[src/rtl/instr_fetch_buffer.sv]
// -----------------------------------------------------------------------------
// instr_fetch_buffer
//
// Instruction fetch front end: issues word-aligned requests to instruction
// memory, buffers returned words with their PCs in a 2-entry FIFO and hands
// them to decode through a valid/ready handshake. Redirects flush the FIFO and
// retarget fetching; a request already in flight at redirect time is allowed
// to complete and its data is thrown away.
//
// Parameters
//   RESET_PC       first fetch address after reset (word aligned)
//
// Ports
//   clk_i          clock, all state updates on the rising edge
//   rst_i          asynchronous active-low reset
//   imem_req_o     memory request (level, held until acknowledged)
//   imem_addr_o    memory request address (word aligned)
//   imem_ack_i     memory completes the current request this cycle
//   imem_data_i    instruction word, valid with imem_ack_i
//   redirect_i     branch/jump redirect pulse
//   redirect_pc_i  redirect target (low two bits ignored)
//   instr_valid_o  head FIFO entry is valid
//   instr_ready_i  decode accepts the head entry
//   instr_o        head instruction word
//   pc_o           address of instr_o
//   pc_plus4_o     pc_o + 4 (wraps modulo 2^32)
// -----------------------------------------------------------------------------
module instr_fetch_buffer #(
    parameter logic [31:0] RESET_PC = 32'h0000_0000
) (
    input  logic        clk_i,
    input  logic        rst_i,
    output logic        imem_req_o,
    output logic [31:0] imem_addr_o,
    input  logic        imem_ack_i,
    input  logic [31:0] imem_data_i,
    input  logic        redirect_i,
    input  logic [31:0] redirect_pc_i,
    output logic        instr_valid_o,
    input  logic        instr_ready_i,
    output logic [31:0] instr_o,
    output logic [31:0] pc_o,
    output logic [31:0] pc_plus4_o
);

    // FETCH: request active (or about to start), HOLD: FIFO full, no request,
    // DROP: a request issued before a redirect is still outstanding.
    localparam logic [1:0] ST_FETCH = 2'd0;
    localparam logic [1:0] ST_HOLD  = 2'd1;
    localparam logic [1:0] ST_DROP  = 2'd2;

    logic [1:0]  state_reg,      state_next;
    logic        req_reg,        req_next;
    logic [31:0] fetch_pc_reg,   fetch_pc_next;
    logic [31:0] pending_pc_reg, pending_pc_next;
    logic [1:0]  count_reg,      count_next;
    logic        rd_ptr_reg,     rd_ptr_next;
    logic        wr_ptr_reg,     wr_ptr_next;

    logic        ack_eff;
    logic        pop;
    logic        push;
    logic [31:0] redirect_target;

    logic [31:0] slot_pc   [2];
    logic [31:0] slot_instr[2];

    // An ack with no request outstanding is meaningless and is ignored.
    assign ack_eff         = imem_ack_i & req_reg;
    assign pop             = instr_valid_o & instr_ready_i;
    assign redirect_target = redirect_pc_i & 32'hFFFF_FFFC;
    // Data is kept only for a request that belongs to the current stream:
    // acks in DROP, or coinciding with a redirect, are discarded.
    assign push            = ack_eff & (state_reg == ST_FETCH) & ~redirect_i;

    always_comb begin
        state_next      = state_reg;
        req_next        = req_reg;
        fetch_pc_next   = fetch_pc_reg;
        pending_pc_next = pending_pc_reg;
        count_next      = count_reg;
        rd_ptr_next     = rd_ptr_reg;
        wr_ptr_next     = wr_ptr_reg;

        // FIFO bookkeeping. A handshake in a redirect cycle still counts as
        // consumed by decode; the flush simply discards whatever remains.
        if (redirect_i) begin
            count_next  = 2'd0;
            rd_ptr_next = 1'b0;
            wr_ptr_next = 1'b0;
        end else begin
            if (push) wr_ptr_next = ~wr_ptr_reg;
            if (pop)  rd_ptr_next = ~rd_ptr_reg;
            case ({push, pop})
                2'b10:   count_next = count_reg + 2'd1;
                2'b01:   count_next = count_reg - 2'd1;
                default: count_next = count_reg;
            endcase
        end

        case (state_reg)
            ST_FETCH: begin
                if (redirect_i) begin
                    if (req_reg && !ack_eff) begin
                        // Old address must stay on the bus until the memory
                        // answers, so the new target waits in pending_pc.
                        state_next      = ST_DROP;
                        pending_pc_next = redirect_target;
                        req_next        = 1'b1;
                    end else begin
                        fetch_pc_next = redirect_target;
                        req_next      = 1'b1;
                    end
                end else if (ack_eff) begin
                    fetch_pc_next = fetch_pc_reg + 32'd4;
                    // Occupancy 2 leaves no room for another outstanding word.
                    if (count_next == 2'd2) begin
                        state_next = ST_HOLD;
                        req_next   = 1'b0;
                    end else begin
                        req_next = 1'b1;
                    end
                end else begin
                    // Covers the first cycle after reset, where no request is
                    // active yet.
                    req_next = 1'b1;
                end
            end

            ST_HOLD: begin
                if (redirect_i) begin
                    fetch_pc_next = redirect_target;
                    state_next    = ST_FETCH;
                    req_next      = 1'b1;
                end else if (pop) begin
                    state_next = ST_FETCH;
                    req_next   = 1'b1;
                end
            end

            ST_DROP: begin
                if (redirect_i) begin
                    pending_pc_next = redirect_target;
                end
                if (ack_eff) begin
                    // Latest target wins, including one arriving with the ack.
                    fetch_pc_next = pending_pc_next;
                    state_next    = ST_FETCH;
                    req_next      = 1'b1;
                end
            end

            default: begin
                state_next = ST_FETCH;
                req_next   = 1'b0;
            end
        endcase
    end

    always_ff @(posedge clk_i or negedge rst_i) begin
        if (!rst_i) begin
            state_reg      <= ST_FETCH;
            req_reg        <= 1'b0;
            fetch_pc_reg   <= RESET_PC;
            pending_pc_reg <= RESET_PC;
            count_reg      <= 2'd0;
            rd_ptr_reg     <= 1'b0;
            wr_ptr_reg     <= 1'b0;
        end else begin
            state_reg      <= state_next;
            req_reg        <= req_next;
            fetch_pc_reg   <= fetch_pc_next;
            pending_pc_reg <= pending_pc_next;
            count_reg      <= count_next;
            rd_ptr_reg     <= rd_ptr_next;
            wr_ptr_reg     <= wr_ptr_next;
        end
    end

    // Storage slots are reset so the head presents pc 0 / instr 0 after reset.
    genvar gi;
    generate
        for (gi = 0; gi < 2; gi++) begin : g_slot
            localparam logic SLOT = 1'(gi);
            logic [31:0] pc_reg;
            logic [31:0] instr_reg;

            always_ff @(posedge clk_i or negedge rst_i) begin
                if (!rst_i) begin
                    pc_reg    <= 32'd0;
                    instr_reg <= 32'd0;
                end else if (push && (wr_ptr_reg == SLOT)) begin
                    pc_reg    <= fetch_pc_reg;
                    instr_reg <= imem_data_i;
                end
            end

            assign slot_pc[gi]    = pc_reg;
            assign slot_instr[gi] = instr_reg;
        end
    endgenerate

    assign imem_req_o    = req_reg;
    assign imem_addr_o   = fetch_pc_reg;
    assign instr_valid_o = (count_reg != 2'd0);
    assign instr_o       = slot_instr[rd_ptr_reg];
    assign pc_o          = slot_pc[rd_ptr_reg];
    assign pc_plus4_o    = slot_pc[rd_ptr_reg] + 32'd4;

endmodule

[config.mk]
export PLATFORM = sky130hd
export DESIGN_NAME = instr_fetch_buffer
export DESIGN_NICKNAME = d
export VERILOG_FILES = /design/src/rtl/instr_fetch_buffer.sv
export SDC_FILE = /design/constraint.sdc
export NUM_CORES = 1
export LEC_CHECK = 0
export BUFFER_PORTS_ARGS = -buffer_cell sky130_fd_sc_hd__clkbuf_2
export CAP_MARGIN = 10
export CORE_ASPECT_RATIO = 0.6
export CORE_UTILIZATION = 35
export DETAILED_ROUTE_END_ITERATION = 16
export HOLD_SLACK_MARGIN = 0.05
export SYNTH_ARGS = -nofsm -noshare
export SYNTH_HDL_FRONTEND = slang
export SYNTH_SLANG_ARGS = --single-unit
[constraint.sdc]
create_clock -name clk_i -period 2.9 [get_ports clk_i]
set_input_delay 0.29 -clock clk_i [delete_from_list [all_inputs] [get_ports clk_i]]
set_output_delay 0.29 -clock clk_i [all_outputs]
set_load 0.02 [all_outputs]
==> results.ini, run 1 <==
[clock_network]
clock_insertion_delay_worst_skew_ns = 0.46
clk_path_buf_depth = 2
cts.sink_count = 199
ctsHtreeMaxLevel = 4
clkTransAtPathRegs_ns = 0.07
cts_made_buffers = 17
tritoncts = done
cts.root.buffer_cell = sky130_fd_sc_hd__clkbuf_16

[die]
start_util = 0.363
floorplan.die.width_um = 227
dieHeight_um = 137
die-area_mm2 = 0.0310
num_io_pins = 199
row_count = 48
core_region_area_mm2 = 0.0292

[route]
dr_wl_met3_um = 2030
antenna_violating_nets_post_route = 0
routed_wire_length_per_instance_um = 19.7
wl_met2_um = 13100
routed-via-count = 8426
drt-vias-per-instance = 5.40
top_layer_used = met4
drt_first_pass_iters = 5
drt-total-wl_um = 30700
drtIter0Drc = 663
post-route-drc-count = 0
route.layer.met1.wl_um = 15100

[power_and_ir_drop]
ir_drop_v = 0.000670
cellPowerDensity_mw_per_mm2 = 1160
leakage_nw = 6.13

[finish]
antenna_cells = 0
final_net_count = 1225
layout-area-overhead-vs-synth_pct = 25.2
stdcell_area_mm2 = 0.0133
share_of_layout_cells_above_drive_strength_1 = 0.469
layout.cells.non_filler = 1559

[place]
pre_cts_ws_ns = 0.202
detailed_place_hpwl_um = 21800
detailed_place.area_mm2 = 0.0123
placement.io_buffers = 196
gp_congestion = 0.829
placed_cells = 1513

[setup_path]
worstPathRequired_ns = 2.61
slowest_delay_ns = 0.49
timing.critical_path.fanout_max = 6
critical_path_buf_inv_count = 4
worstPathArrival_ns = 2.70
timing.critical_path.mode_cell = sky130_fd_sc_hd__buf_4
critical_path.endpoint_type = primary output
cp_slowest_cell = sky130_fd_sc_hd__dfrtp_4
worstSetupStartpointType = flip-flop
critPathTopFamily = buffers and inverters
timing.setup.critical_path_class = reg -> out
critical_path.cell_chain = buf_4, buf_4, nand3b_4, a222oi_1, buf_4, and3_4, nand2_4, xnor2_2, clkbuf_8

[flow_run]
total_of_max_cap_violations = 0

[global_routing]
global_route_wire_length_before_repair_um = 47600
gr-usage-all-layers = 0.202
maximum_number_of_pins_on_one_net_before_global_route_repair = 76
remaining_overflow_grt = 0
via_count_of_the_first_global_routing_pass = 8254
antenna_found_initial = 0

[timing]
setup_repair_after_global_routing_missed_its_margin = true
worst_pin_slew_ns = 0.748
final.min_clock_period_ns = 2.99
finalMaxSlewViolations = 0
pnr_worst_setup_slack_ns = -0.0941
timing.max_slew.rel_slack = 0.499
achievable-frequency_mhz = 334
fin_setup_tns_ns = -0.665
finalHoldViolCount = 0
finalClockSkew_ns = 0.00780
final.period_utilization = 1.03
final.hold.worst_slack_ns = 0.0799
setup_viol = 15

[yosys]
ys_top_cells_by_count = 211 x sky130_fd_sc_hd__mux2_2, 199 x sky130_fd_sc_hd__dfrtp_1, 58 x sky130_fd_sc_hd__nand2_1, 52 x sky130_fd_sc_hd__a21oi_1, 35 x sky130_fd_sc_hd__o21ai_0
synth_fp_nets = 1012
ys_seq_elements = 199
synth.yosys.seq_area_share = 0.470
syn-cell-area_mm2 = 0.0106
synthesized_instance_count = 936
synth_edf_count = 0
number_of_distinct_library_cells_after_synthesis = 63
synth_top_cells_by_area = sky130_fd_sc_hd__dfrtp_1 47%, sky130_fd_sc_hd__mux2_2 22%, sky130_fd_sc_hd__a21oi_1 2.5%, sky130_fd_sc_hd__nand2_1 2.1%, sky130_fd_sc_hd__o21ai_0 1.7%
yosysWarningCount = 0
synth_largest_area_cell = sky130_fd_sc_hd__dfrtp_1
synthArstFlopShare = 1.00
synth.avg_cell_area_um2 = 11.3
leading_cell_type_by_number_of_instances_after_synthesis = sky130_fd_sc_hd__mux2_2
dominantRegCellSynth = sky130_fd_sc_hd__dfrtp_1
yosys.area.top_type_share = 0.470

[outcome]
run_status = finished, violations left
violations = negative setup slack

[worst_hold_path]
hp-class = in -> reg

## report_power, final
part           switching (mW)  leakage, nW  total, mW  internal [mW]
logic                    4.36         3.36       7.78           3.42
clock network            1.08        0.275       2.41           1.33
registers                1.14         2.49       5.16           4.02
total                    6.58         6.13       15.3           8.77
## worst reg2reg max path, stage by stage, from the launching register on
cell and delay [ns]:
sky130_fd_sc_hd__dfrtp_1 0.44, sky130_fd_sc_hd__inv_1 0.13, sky130_fd_sc_hd__ha_1 0.18, sky130_fd_sc_hd__nand3_1 0.12, sky130_fd_sc_hd__nor2_1 0.14, sky130_fd_sc_hd__inv_1 0.11, sky130_fd_sc_hd__ha_1 0.32, sky130_fd_sc_hd__or3_1 0.39
sky130_fd_sc_hd__a2111o_1 0.48, sky130_fd_sc_hd__a22oi_1 0.19, sky130_fd_sc_hd__o21ai_0 0.09
## routing by layer
metal / GRT usage / vias up
li1: - / 3879
met1: 0.300 / 4256
met2: 0.291 / 266
met3: 0.0468 / 25
met4: 0.0571 / 0
met5: 0 / -
## cells in the final DEF, fill, tap and decap left out, types with 17 or more instances in the layout
master,instances
sky130_fd_sc_hd__o21ai_0,35
sky130_fd_sc_hd__clkbuf_16,17
sky130_fd_sc_hd__nand2_1,53
sky130_fd_sc_hd__buf_4,57
sky130_fd_sc_hd__nand3_1,21
sky130_fd_sc_hd__clkbuf_2,175
sky130_fd_sc_hd__inv_1,26
sky130_fd_sc_hd__nor2_1,26
sky130_fd_sc_hd__mux2_2,211
sky130_fd_sc_hd__dfrtp_1,198
sky130_fd_sc_hd__a21oi_1,48
sky130_fd_sc_hd__nand4_1,17
## final timing paths
| kind | startpoint | to | slack (ns) | depth (start not counted) |
|---|---|---|---|---|
| max in group asynchronous | rst_i | g_slot[0].pc_reg[3]$_DFFE_PN0P_ | 1.61 | 3 |
| setup reg to reg | state_reg[0]$_DFFE_PN0P_ | state_reg[1]$_DFFE_PN0P_ | 0.20 | 10 |
| hold reg to reg | g_slot[1].pc_reg[22]$_DFFE_PN0P_ | g_slot[1].pc_reg[22]$_DFFE_PN0P_ | 0.49 | 2 |
| min in group asynchronous | rst_i | pending_pc_reg[28]$_DFFE_PN0P_ | 0.40 | 2 |
| setup / recovery | rd_ptr_reg$_DFFE_PN0P_ | pc_plus4_o[21] | -0.09 | 9 |
| hold / removal | imem_data_i[20] | g_slot[0].instr_reg[20]$_DFFE_PN0P_ | 0.08 | 2 |
## through the flow
step,utilization,power [mW]
after floorplan,-,10.1
after global placement,0.420,12.4
after detailed placement,0.420,12.6
after CTS,0.450,15.3
after global routing,0.454,16.3
final,0.454,15.3
## kinds of logic after synthesis
logic type	count (synthesis)	share of synthesized area
compound gates	176	0.111
buf+inv	88	0.0366
flops	199	0.470
simple gates	213	0.114
fa+ha+maj	7	0.00826
xor+xnor	30	0.0248
mux	223	0.235
## area by class of cell
type,instances,area (um2)
clock buffers,22,474
flip-flops and latches,199,4980
inverters,28,105
fillers,2773,16000
multi-input cells,649,5470
repair buffers,254,1650
clock inverters,7,97.6
well taps,400,500
## what timing repair did
item	4_1_cts	5_1_grt
gates cloned	1	0
endpoints found under the hold margin	72	0
pin swaps	14	13
setup endpoints to repair	21	19
hold buffers	1	0
gates resized for setup	36	40
setup buffers	14	1
Power figures use the tool's default switching activity.
==> run 2, diff against run 1 <==
- CORE_UTILIZATION: 35 -> 45
- PLACE_DENSITY: unset -> 0.69
==> run 2 against run 1 <==
  * The flow still finishes with violations (negative setup slack)
  * Total power is 0.92% lower
  * Combinational power shrank 3.7%
  * Sequential cell count unchanged
  * Sequential share of layout area grew 0.80 points
  * First-iteration DRC count up 0.15%
  * Design area is 2.1% lower
  * Wire length fell by 4.9%
  * Critical path depth is 1 lower
  * Global-route usage grew 4.6 points
  * Fmax rose by 3.2%
  * Cell count decreased by 6.1%
  * Core utilization increased by 11 points
==> results.ini, run 2 (synthesized netlist as in run 1, its figures left out) <==
[route]
drtIter0Drc = 664
drt-total-wl_um = 29200
drt_first_pass_iters = 7
drt-vias-per-instance = 5.77
routed-via-count = 8449
routed_wire_length_per_instance_um = 20.0
antenna_violating_nets_post_route = 0
post-route-drc-count = 0

[flow_run]
total_of_max_cap_violations = 0

[power_and_ir_drop]
total_internal_power_mw = 8.77
ir_drop_v = 0.000736
p_switching_mw = 6.44
total_power_mw = 15.2
clkPwrFrac = 0.165
power.combinational.fraction = 0.492
sw_frac_of_total = 0.423
cellPowerDensity_mw_per_mm2 = 1170
leakage_nw = 6.04
power_frac_seq = 0.343

[setup_path]
timing.critical_path.fanout_max = 13
r2r-end = state_reg[1]$_DFFE_PN0P_
startpoint_of_the_worst_slack_reg_to_reg_timing_path = state_reg[0]$_DFFE_PN0P_
worstSetupStartpoint = rd_ptr_reg$_DFFE_PN0P_
worstRegToRegCells = 10
worstPathArrival_ns = 2.61
critical_path.endpoint_type = primary output
r2r_setup_slack_ns = 0.16
timing.setup.critical_path_class = reg -> out
worstSetupStartpointType = flip-flop
worstPathRequired_ns = 2.61

[clock_network]
cts_made_buffers = 17
cts.sink_count = 199
clkTransAtPathRegs_ns = 0.07
tritoncts = done
clk_path_buf_depth = 2
ctsHtreeMaxLevel = 4
clock_insertion_delay_worst_skew_ns = 0.45
cts.root.buffer_cell = sky130_fd_sc_hd__clkbuf_16

[die]
start_util = 0.458
num_io_pins = 199
row_count = 43
die-area_mm2 = 0.0242
core_region_area_mm2 = 0.0231
dieHeight_um = 121
floorplan.die.width_um = 200

[global_routing]
antenna_found_initial = 0
remaining_overflow_grt = 0
gr-usage-all-layers = 0.248
global_route_wire_length_before_repair_um = 46500
maximum_number_of_pins_on_one_net_before_global_route_repair = 70
via_count_of_the_first_global_routing_pass = 8274

[finish]
most-common-layout-cells = 211 x sky130_fd_sc_hd__mux2_2, 198 x sky130_fd_sc_hd__dfrtp_1, 180 x sky130_fd_sc_hd__clkbuf_2, 56 x sky130_fd_sc_hd__nand2_1, 50 x sky130_fd_sc_hd__a21oi_1
mostFrequentLayoutCell = sky130_fd_sc_hd__mux2_2
multi_input_comb_area_mm2 = 0.00542
layout.cells.non_filler = 1464
final.fill_count = 2025
sequential_cell_area_in_the_final_layout_mm2 = 0.00498
final_net_count = 1214
finish.utilization = 0.562
antenna_cells = 0
layout-area-overhead-vs-synth_pct = 22.6
share_of_layout_cells_above_drive_strength_1 = 0.453
stdcell_area_mm2 = 0.0130

[place]
placement.io_buffers = 196
detailed_place.area_mm2 = 0.0121
detailed_place_hpwl_um = 20400
gp_congestion = 0.887
placed_cells = 1421

[timing]
finalMaxSlewViolations = 0
pnr_worst_setup_slack_ns = -0.00158
achievable-frequency_mhz = 345
finalClockSkew_ns = 0.00985
setup_repair_after_global_routing_missed_its_margin = true
final.min_clock_period_ns = 2.90
fin_setup_tns_ns = -0.00312
timing.max_slew.rel_slack = 0.537
finalHoldViolCount = 0
setup_viol = 2
worst_pin_slew_ns = 0.689
final.period_utilization = 1.00

[worst_hold_path]
hold_critical_path_depth = 2
hp-class = in -> reg
worstHoldStart = imem_data_i[6]
whs_endpoint = g_slot[1].instr_reg[6]$_DFFE_PN0P_

[outcome]
violations = negative setup slack
run_status = finished, violations left

-- run 2: cell count changes in the layout (fill, tap and decap cells not counted), moves of 2 or more --
cell	before	now
sky130_fd_sc_hd__nand2_2	3	1
sky130_fd_sc_hd__bufinv_16	2	4
sky130_fd_sc_hd__nand3_4	3	1
sky130_fd_sc_hd__buf_12	8	6
sky130_fd_sc_hd__clkbuf_8	9	3
sky130_fd_sc_hd__buf_4	57	49
sky130_fd_sc_hd__xnor2_2	7	4
sky130_fd_sc_hd__clkbuf_2	175	180
sky130_fd_sc_hd__a21oi_2	4	2
sky130_fd_sc_hd__xnor2_1	11	14
sky130_fd_sc_hd__nand2_1	53	56
sky130_fd_sc_hd__a21oi_1	48	50
-- run 2: per-layer routing --
metal  global-route usage  share of wire  wire, um
met1                0.369           0.48     14000
met2                0.369           0.44     12900
met3               0.0499          0.070      2050
met4               0.0591          0.010       305
met5                    0              0         0
-- run 2: power groups by stage --
stage               combinational (mW)  clock [mW]  sequential [mW]
finish                            7.49        2.51             5.21
global route                      8.06        2.68             5.40
CTS                               7.37        2.56             5.19
detailed placement                7.22           0             5.24
global placement                  7.09           0             5.17
floorplan                         5.06           0             5.00
-- run 2: worst max-delay path by stage --
stage / endpoint / cells past startpoint / slack, ns
6_report: pc_plus4_o[26] / 8 / -0.002
3_3_place_gp: pc_plus4_o[26] / 10 / 0.16
4_1_cts: pc_plus4_o[26] / 11 / -0.02
5_1_grt: pc_plus4_o[26] / 11 / -0.14
3_5_place_dp: pc_plus4_o[26] / 7 / 0.09
2_1_floorplan: pc_plus4_o[30] / 12 / 0.02
-- run 2: worst max-delay path, stage by stage (launching register included) --
cell,delay (ns)
sky130_fd_sc_hd__dfrtp_4,0.56
sky130_fd_sc_hd__buf_12,0.18
sky130_fd_sc_hd__nand3b_1,0.20
sky130_fd_sc_hd__a221oi_2,0.37
sky130_fd_sc_hd__nand4_1,0.16
sky130_fd_sc_hd__buf_6,0.18
sky130_fd_sc_hd__a211oi_4,0.18
sky130_fd_sc_hd__xnor2_1,0.15
sky130_fd_sc_hd__buf_2,0.19
-- run 2: cell type report --
class                      instances  share of cell area
tap                              315              0.0303
multi-input combinational        649               0.417
clock inverter                     8              0.0114
clock buffer                      22              0.0357
inverter                          28             0.00809
timing repair buffer             243               0.115
sequential                       199               0.383
-- run 2: timing repair --
action,4_1_cts,5_1_grt
setup buffers,8,3
cloned,1,0
pin swaps,6,9
hold buffers,1,0
gates resized for setup,11,42
endpoints found under the setup margin,17,18
endpoints found under the hold margin,62,0
-- run 2: stage by stage --
stage | hold slack, ns | setup WS [ns]
2_1_floorplan | -0.00559 | 0.0222
3_3_place_gp | 0.308 | 0.159
3_5_place_dp | 0.313 | 0.0882
4_1_cts | 0.0676 | -0.0165
5_1_grt | 0.0728 | -0.137
6_report | 0.0858 | -0.00158
